[src/rtl/pll_phase_ctrl.sv]
// Dynamic-phase controller for the ECP5 EHXPLLL.
// Accepts step requests over valid/ready and generates the PHASESEL/PHASEDIR/
// PHASESTEP/PHASELOADREG sequence for them. It also filters the raw PLL lock
// and keeps a signed, wrapping phase-position counter for each output.
module pll_phase_ctrl #(
    parameter int NUM_OUTPUTS        = 4,
    parameter int STEP_W             = 8,
    parameter int SETUP_CYCLES       = 2,
    parameter int PULSE_CYCLES       = 4,
    parameter int SETTLE_CYCLES      = 8,
    parameter int LOCK_FILTER_CYCLES = 1024
) (
    input  logic                          clk,
    input  logic                          reset,
    input  logic                          pll_locked,
    input  logic                          req_valid,
    output logic                          req_ready,
    input  logic [1:0]                    req_sel,
    input  logic                          req_dir,
    input  logic [STEP_W-1:0]             req_steps,
    output logic                          done,
    output logic                          done_err,
    output logic                          done_abort,
    output logic                          busy,
    output logic                          locked,
    output logic [NUM_OUTPUTS*STEP_W-1:0] phase_pos,
    output logic [1:0]                    phasesel,
    output logic                          phasedir,
    output logic                          phasestep,
    output logic                          phaseloadreg
);

    // Lock-filter counter: it must be able to hold LOCK_FILTER_CYCLES itself.
    localparam int LOCK_W = $clog2(LOCK_FILTER_CYCLES + 1);
    localparam logic [LOCK_W-1:0] LOCK_MAX = LOCK_W'(LOCK_FILTER_CYCLES);

    // One shared phase timer counts 0 .. (longest phase - 1).
    localparam int TMR_MAX_A = (SETUP_CYCLES > PULSE_CYCLES) ? SETUP_CYCLES : PULSE_CYCLES;
    localparam int TMR_MAX   = (TMR_MAX_A > SETTLE_CYCLES) ? TMR_MAX_A : SETTLE_CYCLES;
    localparam int TMR_W     = (TMR_MAX > 1) ? $clog2(TMR_MAX) : 1;
    localparam logic [TMR_W-1:0] SETUP_LAST  = TMR_W'(SETUP_CYCLES - 1);
    localparam logic [TMR_W-1:0] PULSE_LAST  = TMR_W'(PULSE_CYCLES - 1);
    localparam logic [TMR_W-1:0] SETTLE_LAST = TMR_W'(SETTLE_CYCLES - 1);

    // Compared against the 2-bit selector with a spare bit, so that a value of 4 fits.
    localparam logic [2:0] NUM_OUT_3 = 3'(NUM_OUTPUTS);

    typedef enum logic [2:0] {
        IDLE   = 3'd0,
        SETUP  = 3'd1,
        PULSE  = 3'd2,
        SETTLE = 3'd3,
        DONE   = 3'd4
    } state_t;

    state_t             state_reg, state_next;
    logic [TMR_W-1:0]   timer_reg;
    logic [STEP_W-1:0]  remain_reg;
    logic [LOCK_W-1:0]  lock_cnt_reg;
    logic [1:0]         phasesel_reg;
    logic               phasedir_reg;
    logic               phasestep_reg;
    logic               err_reg, err_next;
    logic               abort_reg, abort_next;
    logic               accept;
    logic               sel_ok;
    logic               step_done;
    logic [STEP_W-1:0]  pos_reg [NUM_OUTPUTS];

    // Lock filter: count consecutive high samples, saturate, and clear on any low.
    always_ff @(posedge clk) begin
        if (reset) begin
            lock_cnt_reg <= '0;
        end else if (!pll_locked) begin
            lock_cnt_reg <= '0;
        end else if (lock_cnt_reg != LOCK_MAX) begin
            lock_cnt_reg <= lock_cnt_reg + LOCK_W'(1);
        end
    end

    assign locked = (lock_cnt_reg == LOCK_MAX);

    assign req_ready = (state_reg == IDLE) && locked;
    assign accept    = req_valid && req_ready;
    assign sel_ok    = ({1'b0, req_sel} < NUM_OUT_3);

    // A step counts as completed only on the last PULSE cycle, and only while lock is still good.
    assign step_done = (state_reg == PULSE) && locked && (timer_reg == PULSE_LAST);

    // Next-state logic. Losing lock in any active state goes straight to DONE as an abort.
    always_comb begin
        state_next = state_reg;
        err_next   = err_reg;
        abort_next = abort_reg;
        case (state_reg)
            IDLE: begin
                if (accept) begin
                    err_next   = !sel_ok;
                    abort_next = 1'b0;
                    if (!sel_ok || (req_steps == '0)) begin
                        state_next = DONE;
                    end else begin
                        state_next = SETUP;
                    end
                end
            end
            SETUP: begin
                if (!locked) begin
                    state_next = DONE;
                    abort_next = 1'b1;
                end else if (timer_reg == SETUP_LAST) begin
                    state_next = PULSE;
                end
            end
            PULSE: begin
                if (!locked) begin
                    state_next = DONE;
                    abort_next = 1'b1;
                end else if (timer_reg == PULSE_LAST) begin
                    state_next = SETTLE;
                end
            end
            SETTLE: begin
                if (!locked) begin
                    state_next = DONE;
                    abort_next = 1'b1;
                end else if (timer_reg == SETTLE_LAST) begin
                    state_next = (remain_reg == '0) ? DONE : SETUP;
                end
            end
            DONE: begin
                state_next = IDLE;
            end
            default: begin
                state_next = IDLE;
            end
        endcase
    end

    // Sequencer registers. The phase timer restarts whenever the state changes.
    // PHASESTEP is registered from the next state so that the PLL sees a clean flop output.
    always_ff @(posedge clk) begin
        if (reset) begin
            state_reg     <= IDLE;
            timer_reg     <= '0;
            remain_reg    <= '0;
            err_reg       <= 1'b0;
            abort_reg     <= 1'b0;
            phasesel_reg  <= 2'd0;
            phasedir_reg  <= 1'b1;
            phasestep_reg <= 1'b1;
        end else begin
            state_reg     <= state_next;
            err_reg       <= err_next;
            abort_reg     <= abort_next;
            phasestep_reg <= (state_next != PULSE);
            if ((state_next != state_reg) || (state_reg == IDLE)) begin
                timer_reg <= '0;
            end else begin
                timer_reg <= timer_reg + TMR_W'(1);
            end
            if (accept) begin
                phasesel_reg <= req_sel;
                phasedir_reg <= req_dir;
                remain_reg   <= req_steps;
            end else if (step_done) begin
                remain_reg <= remain_reg - STEP_W'(1);
            end
        end
    end

    // Per-output position counters. Each one moves by one, wrapping, when a step on its selector completes.
    generate
        for (genvar gi = 0; gi < NUM_OUTPUTS; gi++) begin : g_pos
            always_ff @(posedge clk) begin
                if (reset) begin
                    pos_reg[gi] <= '0;
                end else if (step_done && (phasesel_reg == 2'(gi))) begin
                    if (phasedir_reg) begin
                        pos_reg[gi] <= pos_reg[gi] + STEP_W'(1);
                    end else begin
                        pos_reg[gi] <= pos_reg[gi] - STEP_W'(1);
                    end
                end
            end
            assign phase_pos[gi*STEP_W +: STEP_W] = pos_reg[gi];
        end
    endgenerate

    assign busy         = (state_reg != IDLE);
    assign done         = (state_reg == DONE);
    assign done_err     = done && err_reg;
    assign done_abort   = done && abort_reg;
    assign phasesel     = phasesel_reg;
    assign phasedir     = phasedir_reg;
    assign phasestep    = phasestep_reg;
    assign phaseloadreg = 1'b1;

endmodule

[config.mk]
export PLATFORM = sky130hd
export DESIGN_NAME = pll_phase_ctrl
export DESIGN_NICKNAME = d
export VERILOG_FILES = /design/src/rtl/pll_phase_ctrl.sv
export SDC_FILE = /design/constraint.sdc
export NUM_CORES = 1
export LEC_CHECK = 0
export BUFFER_PORTS_ARGS = -buffer_cell sky130_fd_sc_hd__buf_2
export CAP_MARGIN = 20
export CORE_MARGIN = 5
export CORE_UTILIZATION = 61
export CTS_CLUSTER_SIZE = 10
export DETAILED_ROUTE_END_ITERATION = 10
export PLACE_DENSITY = 0.92
export SYNTH_ARGS = -nofsm -noshare
export SYNTH_HDL_FRONTEND = slang
export SYNTH_SLANG_ARGS = --single-unit
[constraint.sdc]
create_clock -name clk -period 5.9 [get_ports clk]
set_clock_uncertainty 0.2 [all_clocks]
set_input_delay 0.295 -clock clk [delete_from_list [all_inputs] [get_ports clk]]
set_output_delay 0.295 -clock clk [all_outputs]
set_load 0.005 [all_outputs]
==> impl_metrics.yaml <==
run_status:
  run_status: "completed"
clock_tree:
  htree_levels: 3
  clkLatencyLatePin_ns: 0.35
  cts_root_buf: "clkbuf_8"
  cts_tree: "done"
  post_cts_buffers: 0
  cts_buffers: 9
  cts.sinks: 62
  clk_path_buf_depth: 2
  path_clk_slew_ns: 0.07
placement:
  dpl_worst_slack_ns: 2.001
  gp_congestion: 0.8523
  numPortBuffers: 55
  dp_hpwl_microns: 5784
floorplanning:
  initial_core_util: 0.6271
  die_w_microns: 87.79
  core_area_sq_mm: 0.005886
  die-area_sq_mm: 0.007706
  ios: 58
  num_rows: 28
  die_y_microns: 87.79
synthesis:
  ys_warn_count: 0
  avgSynthCellArea_sq_um: 9.440
  ys_ff_latch: 62
  ys_seq_area_frac: 0.4231
  ys_async_sr_fraction: 0
  synth.largest_area_cell: "edfxtp_1"
  synth.distinct_cells: 60
  yosys-top-cells-area: "edfxtp_1 26%, dfxtp_1 16%, ha_1 6.4%"
  synth_edf_count: 32
  syn-num-nets: 426
  yosysTopAreaCellShare: 0.2603
  synth_cells: 391
  synth_flop_cell: "edfxtp_1"
  synth_area_sq_mm: 0.003691
final_layout:
  largest_register_ffs: 32
  utilization: 0.7139
  nFillCells: 431
  diodes: 0
  drive_gt1_frac: 0.1836
  final_nets: 482
  area_growth_pct: 13.83
job:
  drv_cap: 0
timing:
  fmax_mhz: 253.3
  slew_headroom: 0.5644
  finalCritPeriodShare: 0.6690
  fin_ws_ns: 1.953
  maxSlewViolCount: 0
  worst_pin_slew_ns: 0.6514
  post-route-min-period_ns: 3.947
  hold_viol: 0
  finalSetupViolations: 0
  fin_tns_setup_ns: 0
  rsz0062_at_grt: "false"
global_routing:
  grt_pass1_vias: 3029
  grt-ovfl-total: 0
  grt_max_degree: 29
  antenna_found_initial: 0
  grt_usage: 0.2281
  grt_pass1_wl_microns: 13870
critical_path:
  required_ns: 5.80
  crit_type: "reg -> reg"
  path_max_fanout: 10
  reg2reg_depth: 13
  r2r_setup_slack_ns: 1.95
  start_kind: "register"
  rr_endpoint: "pos_reg[2][7]$_SDFFCE_PN0P_"
  reg2reg_from: "timer_reg[0]$_SDFF_PP0_"
  cp.arrival_ns: 3.85
  endpoint_kind: "register"
drt:
  wirelength_microns: 8088
  firstDrtPassIters: 4
  routed-via-count: 3077
  avgViaCountPerCell: 5.839
  initialDrtViolationCount: 177
  antenna_left: 0
  route.detailed.drc: 0
  wl_per_cell_microns: 15.35
power_and_ir_drop:
  vdd.ir_drop.worst_v: 0.0001557
  p_per_area_mw_per_mm2: 213.6
  p_leak_uw: 0.001677
worst_hold_path:
  hold_path_class: "in -> reg"
  worstHoldStart: "req_steps[5]"
  holdPathStages: 3
  holdPathEnd: "remain_reg[5]$_SDFFE_PP0P_"
## layout make-up
class                      count  area [sq um]  area share
inverter                      21         78.83     0.01876
sequential                    62          1562      0.3717
clock inverter                 4         45.04     0.01072
tap                           75         93.84     0.02233
timing repair buffer          60         322.8     0.07683
clock buffer                  12         145.1     0.03454
multi-input combinational    293          1954      0.4652
## worst max path at each step
stage	start	cells after the start	to	slack [ns]
6_report	timer_reg[0]$_SDFF_PP0_	13	pos_reg[2][7]$_SDFFCE_PN0P_	1.95
5_1_grt	timer_reg[0]$_SDFF_PP0_	13	pos_reg[2][7]$_SDFFCE_PN0P_	1.73
4_1_cts	timer_reg[0]$_SDFF_PP0_	13	pos_reg[2][7]$_SDFFCE_PN0P_	1.96
3_5_place_dp	timer_reg[0]$_SDFF_PP0_	13	pos_reg[2][7]$_SDFFCE_PN0P_	2.00
3_3_place_gp	lock_cnt_reg[0]$_SDFFE_PP0P_	13	pos_reg[2][7]$_SDFFCE_PN0P_	2.22
2_1_floorplan	lock_cnt_reg[0]$_SDFFE_PP0P_	14	pos_reg[2][7]$_SDFFCE_PN0P_	2.47
## power by group
group	internal (uW)	switching, uW
sequential	462	12.2
combinational	24.6	27.5
clock	205	167
## timing repair
item / 4_1_cts / 5_1_grt
endpoints found under the hold margin: 4 / 0
resized for setup: 0 / 0
setup endpoints to repair: 0 / 0
hold buffers: 4 / 0
## cell usage after synthesis (all sizes together) (2+ instances only)
cell	number
a211oi	3
a21o	2
a21oi	11
a22oi	6
a31o	2
a31oi	5
and2	3
and3	6
and4	5
buf	6
clkbuf	9
conb	2
dfxtp	30
edfxtp	32
ha	19
inv	20
mux2i	5
nand2	26
nand2b	2
nand3	14
nand3b	2
nand4	10
nor2	60
nor2b	5
nor3	14
nor3b	3
nor4	4
nor4b	4
o211ai	2
o21ai	10
o22ai	2
o311ai	2
or2b	2
or3	7
or4	6
or4b	2
xnor2	14
xor2	21
## per-stage QoR
step,hold slack [ns],area (sq um),instances,power (uW)
floorplan,0.1866,3691,391,511.1
global placement,0.2373,3971,507,530.3
detailed placement,0.2515,3971,507,532.8
CTS,0.01879,4202,527,901.2
global route,0.03970,4202,527,930.4
finish,0.03485,4202,527,897.4
## metal layers
metal / track usage / part of all wire / vias to the layer above
met3: 0.06585 / 0.060 / 16
met4: 0.08926 / 0.020 / 0
met2: 0.3705 / 0.48 / 94
met5: 0 / 0 / -
li1: - / - / 1513
met1: 0.2872 / 0.44 / 1454
## layout by cell type (no fill, tap or decap), types with 5 or more instances in the layout
cell type  synthesis  layout
inv_1             20      20
buf_2              0      55
ha_1              19      19
mux2i_1            5       5
nand3_1           13      13
nor2b_1            5       5
or3_1              7       7
nand2_1           26      26
nor3_1            14      14
xor2_1            21      21
xnor2_1           14      14
or4_1              5       5
a22oi_1            6       6
edfxtp_1          32      32
nand4_1            9       9
dfxtp_1           30      30
nor2_1            60      60
a21oi_1           11      11
and3_1             5       5
a31oi_1            5       5
clkbuf_8           1      10
o21ai_0           10      10
## cells by family (layout without fill, tap and decap cells)
family | count (synthesis) | count (layout) | share of synthesized area
other cells | 2 | 2 | 0.002035
mux | 6 | 6 | 0.01661
compound gates | 52 | 52 | 0.09322
simple gates | 178 | 178 | 0.2647
flops | 62 | 62 | 0.4231
fa+ha+maj | 20 | 20 | 0.06983
xor+xnor | 35 | 35 | 0.08305
buf+inv | 36 | 97 | 0.04746
## worst max-delay path, stage by stage, from the launching register on
cell and delay (ns):
dfxtp_1 0.36, ha_1 0.21, ha_1 0.16, and4bb_2 0.31
nand4_4 0.14, or4_1 0.64, or2_4 0.31, inv_1 0.19
ha_1 0.28, a21oi_1 0.21, o211ai_1 0.15, o41ai_1 0.33
xnor2_1 0.16, nor2_1 0.05
Power figures use the tool's default switching activity.
